--- src/rtl/imm_rot_encoder_if.sv ---
// Request/result bundle for the rotated-immediate encoder.
// The requester drives start/value and the encoder returns busy/done and the 12-bit field.
interface imm_rot_encoder_if;
  logic        start;
  logic [31:0] value;
  logic        busy;
  logic        done;
  logic        valid;
  logic [7:0]  imm8;
  logic [3:0]  rot;
  logic [11:0] encoding;

  modport master (
    output start, value,
    input  busy, done, valid, imm8, rot, encoding
  );

  modport slave (
    input  start, value,
    output busy, done, valid, imm8, rot, encoding
  );
endinterface

--- src/rtl/imm_rot_encoder.sv ---
// Finds the lowest rot with value == imm8 ror 2*rot by testing one rotation per cycle (1..16 cycles).
// No backpressure: start is sampled only in IDLE, and results are held until the next done pulse.
module imm_rot_encoder #(
  parameter int DATA_WIDTH = 32,
  parameter int NUM_ROT    = 16
) (
  input  logic           clk,
  input  logic           rst_n,
  imm_rot_encoder_if.slave bus
);

  typedef enum logic {IDLE, SEARCH} state_t;

  localparam logic [3:0] LAST_ROT = 4'(NUM_ROT - 1);

  state_t                state_q, state_d;
  logic [DATA_WIDTH-1:0] val_q, val_d;
  logic [3:0]            cnt_q, cnt_d;
  logic                  busy_q, busy_d;
  logic                  done_q, done_d;
  logic                  valid_q, valid_d;
  logic [7:0]            imm8_q, imm8_d;
  logic [3:0]            rot_q, rot_d;

  logic [4:0]            shamt;
  logic [DATA_WIDTH-1:0] cand;
  logic                  hit;

  // Rotating the constant left by 2*cnt undoes an imm8 ror 2*cnt; a shift by 32 yields 0,
  // so the cnt=0 candidate is the value itself.
  always_comb begin
    shamt = {cnt_q, 1'b0};
    cand  = (val_q << shamt) | (val_q >> (6'(DATA_WIDTH) - {1'b0, shamt}));
    hit   = (cand[DATA_WIDTH-1:8] == '0);
  end

  always_comb begin
    state_d = state_q;
    val_d   = val_q;
    cnt_d   = cnt_q;
    busy_d  = busy_q;
    done_d  = 1'b0;
    valid_d = valid_q;
    imm8_d  = imm8_q;
    rot_d   = rot_q;
    case (state_q)
      IDLE: begin
        if (bus.start) begin
          val_d   = bus.value;
          cnt_d   = 4'd0;
          busy_d  = 1'b1;
          state_d = SEARCH;
        end
      end
      SEARCH: begin
        if (hit) begin
          imm8_d  = cand[7:0];
          rot_d   = cnt_q;
          valid_d = 1'b1;
          done_d  = 1'b1;
          busy_d  = 1'b0;
          state_d = IDLE;
        end else if (cnt_q == LAST_ROT) begin
          imm8_d  = 8'd0;
          rot_d   = 4'd0;
          valid_d = 1'b0;
          done_d  = 1'b1;
          busy_d  = 1'b0;
          state_d = IDLE;
        end else begin
          cnt_d = cnt_q + 4'd1;
        end
      end
      default: state_d = IDLE;
    endcase
  end

  always_ff @(posedge clk or negedge rst_n) begin
    if (!rst_n) begin
      state_q <= IDLE;
      val_q   <= '0;
      cnt_q   <= 4'd0;
      busy_q  <= 1'b0;
      done_q  <= 1'b0;
      valid_q <= 1'b0;
      imm8_q  <= 8'd0;
      rot_q   <= 4'd0;
    end else begin
      state_q <= state_d;
      val_q   <= val_d;
      cnt_q   <= cnt_d;
      busy_q  <= busy_d;
      done_q  <= done_d;
      valid_q <= valid_d;
      imm8_q  <= imm8_d;
      rot_q   <= rot_d;
    end
  end

  assign bus.busy     = busy_q;
  assign bus.done     = done_q;
  assign bus.valid    = valid_q;
  assign bus.imm8     = imm8_q;
  assign bus.rot      = rot_q;
  assign bus.encoding = {rot_q, imm8_q};

endmodule

--- src/flat_wrapper.sv ---
// flat-port wrapper written by rule: the top's interface ports become plain ports
module imm_rot_encoder_flat 
#(
  parameter int DATA_WIDTH = 32,
  parameter int NUM_ROT    = 16
)
  (clk, rst_n, bus_start, bus_value, bus_busy, bus_done, bus_valid, bus_imm8, bus_rot, bus_encoding);
  imm_rot_encoder_if bus_i ();
  input  logic clk;
  input  logic rst_n;
  input wire logic [$bits(bus_i.start)-1:0] bus_start;
  input wire logic [$bits(bus_i.value)-1:0] bus_value;
  output wire logic [$bits(bus_i.busy)-1:0] bus_busy;
  output wire logic [$bits(bus_i.done)-1:0] bus_done;
  output wire logic [$bits(bus_i.valid)-1:0] bus_valid;
  output wire logic [$bits(bus_i.imm8)-1:0] bus_imm8;
  output wire logic [$bits(bus_i.rot)-1:0] bus_rot;
  output wire logic [$bits(bus_i.encoding)-1:0] bus_encoding;
  assign bus_i.start = bus_start;
  assign bus_i.value = bus_value;
  assign bus_busy = bus_i.busy;
  assign bus_done = bus_i.done;
  assign bus_valid = bus_i.valid;
  assign bus_imm8 = bus_i.imm8;
  assign bus_rot = bus_i.rot;
  assign bus_encoding = bus_i.encoding;
  imm_rot_encoder #(.DATA_WIDTH(DATA_WIDTH), .NUM_ROT(NUM_ROT)) u_core (.clk(clk), .rst_n(rst_n), .bus(bus_i));
endmodule
--- config.mk ---
export PLATFORM = sky130hd
export DESIGN_NAME = imm_rot_encoder_flat
export DESIGN_NICKNAME = d
export VERILOG_FILES = /design/src/rtl/imm_rot_encoder_if.sv /design/src/rtl/imm_rot_encoder.sv /design/src/flat_wrapper.sv
export SDC_FILE = /design/constraint.sdc
export NUM_CORES = 1
export LEC_CHECK = 0
export CAP_MARGIN = 25
export CORE_AREA = 2 2 90 92
export DETAILED_ROUTE_END_ITERATION = 7
export DIE_AREA = 0 0 92 94
export GPL_TIMING_DRIVEN = 1
export PLACE_DENSITY_LB_ADDON = 0.2
export SYNTH_ARGS = -nofsm -noshare
export SYNTH_HDL_FRONTEND = slang
export SYNTH_SLANG_ARGS = --single-unit
--- constraint.sdc ---
create_clock -name clk -period 3.9 [get_ports clk]
set_input_delay 0.39 -clock clk [delete_from_list [all_inputs] [get_ports clk]]
set_output_delay 0.39 -clock clk [all_outputs]
set_load 0.02 [all_outputs]
==> results of run 1 <==
-- layout make-up --
type,count,area [sq um]
Timing Repair Buffer,73,741
Fill cell,720,2850
Clock buffer,6,72.6
Inverter,9,33.8
Tap cell,102,128
Clock inverter,2,12.5
Sequential cell,52,1300
Multi-Input combinational cell,378,2470
-- per-stage QoR --
stage	util	instance area [sq um]	total power, uW
after detailed placement	0.614	4670	4640
after global routing	0.626	4760	5390
final	0.626	4760	4970
after CTS	0.626	4760	4960
after floorplan	-	4120	3730
after global placement	0.611	4650	4590
-- registers in the layout (all words and copies together), names as in the netlist --
signal,count
u_core.bus.imm8,8
u_core.state_q,1
u_core.bus.rot,4
u_core.bus.valid,1
u_core.val_q,32
u_core.bus.done,1
u_core.cnt_q,4
u_core.bus.busy,1
-- worst max-delay path, delay by kind of cell (launching register included) --
family,cells,cell delay (ps)
adder cells (fa/ha/maj),1,320
buffers and inverters,2,310
flip-flops,1,400
multiplexers,2,580
AND/OR/NAND/NOR,4,1110
AO/OA/AOI/OAI,2,330
-- cell usage in the layout, fill, tap and decap left out, types with 3 or more instances in the layout --
cell,synthesis,routed
a21oi_1,18,18
nand2_1,130,130
o21ai_0,24,24
clkbuf_8,0,5
nor3_1,19,19
mux2i_1,33,33
inv_1,7,7
nand4_1,3,3
or4_1,4,4
and3_1,3,3
a31oi_1,7,7
buf_4,14,9
o211ai_1,5,5
a22oi_1,5,5
nand3_1,4,4
nor3b_1,7,7
a211oi_1,7,7
nor2b_1,6,5
o31ai_1,4,4
mux4_2,18,18
nor4_1,9,9
nor2_1,29,29
clkdlybuf4s50_1,0,60
dfrtp_1,52,51
o22ai_1,4,4
mux2_2,3,3
-- power by group through the flow --
stage	Clock, uW	Sequential [uW]	Combinational, uW
6_report	303	1250	3420
5_1_grt	341	1290	3760
4_1_cts	320	1240	3400
3_5_place_dp	0	1250	3390
3_3_place_gp	0	1240	3350
2_1_floorplan	0	1010	2720
-- how the worst min path moves through the flow --
| stage | startpoint | to | slack (ps) | cells past startpoint |
|---|---|---|---|---|
| 2_1_floorplan | rst_n | u_core.bus.busy$_DFFE_PN0P_ | 90 | 0 |
| 3_3_place_gp | u_core.bus.valid$_DFFE_PN0P_ | u_core.bus.valid$_DFFE_PN0P_ | 460 | 1 |
| 3_5_place_dp | u_core.bus.valid$_DFFE_PN0P_ | u_core.bus.valid$_DFFE_PN0P_ | 470 | 1 |
| 4_1_cts | rst_n | u_core.val_q[1]$_DFFE_PN0P_ | 210 | 2 |
| 5_1_grt | rst_n | u_core.val_q[1]$_DFFE_PN0P_ | 260 | 2 |
| 6_report | rst_n | u_core.val_q[1]$_DFFE_PN0P_ | 180 | 2 |
-- metal layers --
layer  GRT usage  routed length (microns)  share of wire  up-vias
met5           0                        0              0        -
met4      0.0510                      136          0.012        0
met3      0.0329                      553          0.051       11
met2       0.471                     5430           0.50      132
met1       0.371                     4810           0.44     1815
li1            -                        -              -     1805
-- cells by family (layout without fill, tap and decap cells) --
| kind of cell | after synthesis | count (layout) | share of synthesized area |
|---|---|---|---|
| AO/OA/AOI/OAI | 93 | 93 | 0.150 |
| XOR/XNOR | 4 | 4 | 0.00851 |
| adder cells (fa/ha/maj) | 2 | 2 | 0.00608 |
| buffers and inverters | 68 | 90 | 0.0848 |
| flip-flops | 52 | 52 | 0.316 |
| multiplexers | 54 | 54 | 0.187 |
| AND/OR/NAND/NOR | 225 | 225 | 0.247 |
==> metrics, run 1 <==
outcome completed; mapped cell area 0.00412 sq mm; reg2reg end u_core.bus.imm8[1]$_DFFE_PN0P_; Setup violations, final 0; WL/cell 17.6 microns; P_sw 2530 uW; ys flop type dfrtp_1; GRT Util Overall 0.272; die width 92 microns; worst-margin pin slew 647 ps; Seq pwr share 0.251; Post-Layout Cell Count 622; port bufs 61; final hold slack 183 ps; CP max-delay cell or4_1; placed cells 614; library cells used by synthesis 58; ys async rst share 1.00; Synthesis Warnings 0; part of the cycle the worst path needs 0.817; Leak 0.00200 uW; H-tree depth 2; reg2reg setup slack 710 ps; cell taking the most area after synthesis dfrtp_1; Post-Route WL 10900 microns; pre-CTS setup slack 768 ps; Crit Path Max Fanout 48; DR vias/cell 6.05; starting density of the core 0.541; worst skew pair latency 310 ps; PostCTS Resize Cnt 0; Avg Inst Size Synth 8.27 sq um; Pwr Density 1040 mW/mm^2; Ports 62; CP cell instances inv_1 > ha_1 > buf_12 > mux4_2 > or4_1 > nor3_2 > nand4_1 > o21ai_2 > o221ai_4 > nor2_8 > mux2i_1; worst r2r path cells 11; DIE HEIGHT 94 microns; Critical Path Sink Type flop; fmax 314 MHz; Layout area overhead 15.6%; share of post-route cells with drive strength above 1 0.0981; clock power share 0.061; setup TNS 0 ps; reg2reg start u_core.cnt_q[0]$_DFFE_PN0P_; Net Sw Frac 0.509; Mapped Cells 498; share of the synthesized area in the top cell type 0.316; Pint 2440 uW; WS Path Type reg -> reg; Post-Syn Nets 535; drt pass-1 iters 5; combinational power share 0.688; ranking of synthesized cells by instance count nand2_1 (130), dfrtp_1 (52), mux2i_1 (33); Core ar. 0.00761 sq mm; worst setup path startpoint u_core.cnt_q[0]$_DFFE_PN0P_; CP Launch Type flop; final worst slack 713 ps; RSZ-0062 raised after global routing no; CTS Hold Buffers Added 0; via count 3763; pin count of the biggest net entering global routing 79; Yosys reg bits 52; die area 0.00865 sq mm; vias in the first global route 3599; Clk pin slew, worst setup/hold paths 100 ps; clock buffer count from CTS 5; Fin. Hold Viols 0; Final nets 556; final period demand of the worst path 3190 ps; clk_skew 9.78 ps; EDFF count, synth 0; row cnt 32; Root Buffer Master clkbuf_8; peak supply drop 0.465 mV; routability cong. 0.972; Final Slew Violations 0; Post-CTS Setup Bufs 0; Ant. Diodes 0; antenna violations before repair 0; Tightest Hold Check Type in -> async; CP Capture Point u_core.bus.imm8[1]$_DFFE_PN0P_; Bufs on Longest Clock Path 2; CTS tree done; drt first-iter violations 215; max cap viols 0; Synth area leaders dfrtp_1 (32%), nand2_1 (12%), mux4_2 (9.8%); headroom to the max-slew limit 0.569; most common cell in the netlist nand2_1; post-route ant nets 0; Critical Path RT 4130 ps; Clock Sinks 52; total global routing overflow 0; first-pass GRT wire length 18800 microns; Arr. time, crit path 3410 ps; sequential fraction of the synthesis area 0.316; CP peak stage delay 540 ps; dpl hpwl 7800 microns; Residual DRC 0
(Power assumes the default switching activity.)
==> inputs of run 2 (changes only) <==
CORE_AREA = 2 2 94 96   (was 2 2 90 92)
DIE_AREA = 0 0 96 98   (was 0 0 92 94)
clock period = 2.85 ns   (was 3.9 ns; I/O delays follow)
==> run 2 against run 1 <==
- die area grew 8.8%
- highest routed layer unchanged
- critical endpoint is now u_core.cnt_q[3]$_DFFE_PN0P_
- the run now ends with negative setup slack left
- worst setup slack lost 730 ps
- power grew 60%
- cell area grew 10%
- wire length grew 13%
- fmax grew 11%
==> metrics, run 2 (synthesis results as in run 1) <==
headroom to the max-slew limit 0.616; Pwr Density 1520 mW/mm^2; Final nets 600; peak supply drop 0.701 mV; Crit Path Max Fanout 6; RSZ-0062 raised after global routing yes; clk_skew 9.50 ps; final worst slack -16.1 ps; failing checks negative setup slack; Ports 62; first-pass GRT wire length 20900 microns; pin count of the biggest net entering global routing 42; CP Launch Type flop; worst skew pair latency 320 ps; GRT Util Overall 0.282; Finished Core Util 0.619; port bufs 61; total global routing overflow 0; WL/cell 18.4 microns; Leak 0.00225 uW; Critical Path Sink Type flop; Arr. time, crit path 3070 ps; final hold slack 469 ps; clock power share 0.072; Root Buffer Master clkbuf_8; Bufs on Longest Clock Path 2; routability cong. 0.971; Core ar. 0.00847 sq mm; drt first-iter violations 268; drt pass-1 iters 5; Net Sw Frac 0.481; Clk pin slew, worst setup/hold paths 100 ps; row cnt 34; Pint 4130 uW; antenna violations before repair 0; Post-Route WL 12400 microns; die area 0.00941 sq mm; dpl hpwl 9000 microns; total power after layout 7950 uW; post-route ant nets 0; Seq pwr share 0.198; P_sw 3820 uW; worst-margin pin slew 575 ps; Fin. Hold Viols 0; Ant. Diodes 0; outcome finished, violations left; CTS tree done; Residual DRC 0; register with the most flip-flops u_core.val_q; setup TNS -16.1 ps; max reg flops 32; H-tree depth 2; pre-CTS setup slack -148 ps; Register Area 0.00130 sq mm; die width 96 microns; Layout area overhead 27.2%; via count 3965; Setup violations, final 1; most frequent cells in the layout nand2_1 (130), clkdlybuf4s50_1 (60), dfrtp_1 (51); reg2reg setup slack -20 ps; fmax 349 MHz; Tightest Hold Check Type in -> async; vias in the first global route 3928; DIE HEIGHT 98 microns; part of the cycle the worst path needs 1.01; Clock Sinks 52; max cap viols 0; Critical Path RT 3050 ps; commonest non-fill, non-tap cell in the layout nand2_1; DR vias/cell 5.90; share of post-route cells with drive strength above 1 0.200; combinational power share 0.730; Layout fillers 758; Multi-input gate area 0.00257 sq mm; starting density of the core 0.486; WS Path Type reg -> reg; Final Slew Violations 0; clock buffer count from CTS 5; final period demand of the worst path 2870 ps
==> run 2: per-layer routing <==
layer  up-vias  share of wire  track usage
met2       139           0.49        0.455
met5         -              0            0
met4         0          0.026       0.0890
met1      1917           0.44        0.397
li1       1887              -            -
met3        22          0.049       0.0262
==> run 2: final timing paths <==
kind,from,to,cells after the start
worst max-delay path,u_core.cnt_q[0]$_DFFE_PN0P_,u_core.cnt_q[3]$_DFFE_PN0P_,12
worst max register to register,u_core.cnt_q[0]$_DFFE_PN0P_,u_core.cnt_q[3]$_DFFE_PN0P_,12
min in group clk,bus_value[24],u_core.val_q[24]$_DFFE_PN0P_,3
worst min-delay path,rst_n,u_core.val_q[25]$_DFFE_PN0P_,2
worst min register to register,u_core.bus.valid$_DFFE_PN0P_,u_core.bus.valid$_DFFE_PN0P_,1
max in group asynchronous,rst_n,u_core.val_q[6]$_DFFE_PN0P_,3
==> run 2: power groups by stage <==
stage          combinational, uW  sequential [uW]  clock [uW]
2_1_floorplan               3810             1380           0
3_3_place_gp                5250             1560           0
3_5_place_dp                5280             1570           0
4_1_cts                     5550             1560         589
5_1_grt                     6320             1620         611
6_report                    5800             1580         574
==> run 2: what timing repair did <==
action | 4_1_cts | 5_1_grt
resized for setup | 11 | 14
pin swaps | 5 | 7
endpoints found under the hold margin | 21 | 0
buffers inserted | 9 | 3
hold buffers | 1 | 0
gates cloned | 1 | 0
setup endpoints to repair | 18 | 20
==> run 2: area by class of cell <==
cell class / instances / area share
clock inverters: 1 / 0.00573
inverters: 9 / 0.00717
repair buffers: 116 / 0.203
flip-flops and latches: 52 / 0.249
multi-input cells: 379 / 0.491
well taps: 108 / 0.0258
clock buffers: 7 / 0.0184
==> run 2: per-stage QoR <==
stage	cell area (sq um)	std cells
global route	5240	672
detailed placement	4910	650
global placement	4910	650
CTS	5160	669
floorplan	4160	498
finish	5240	672
==> run 2: critical path, cell delays in order, from the launching register on <==
cell and delay [ps]:
dfrtp_2 460, inv_4 60, ha_4 310, buf_6 130, mux4_2 310, or4_4 430
nor3_2 130, nand4_1 130, o21ai_2 110, o221ai_4 220, buf_4 210, a21o_1 140
o311a_1 110
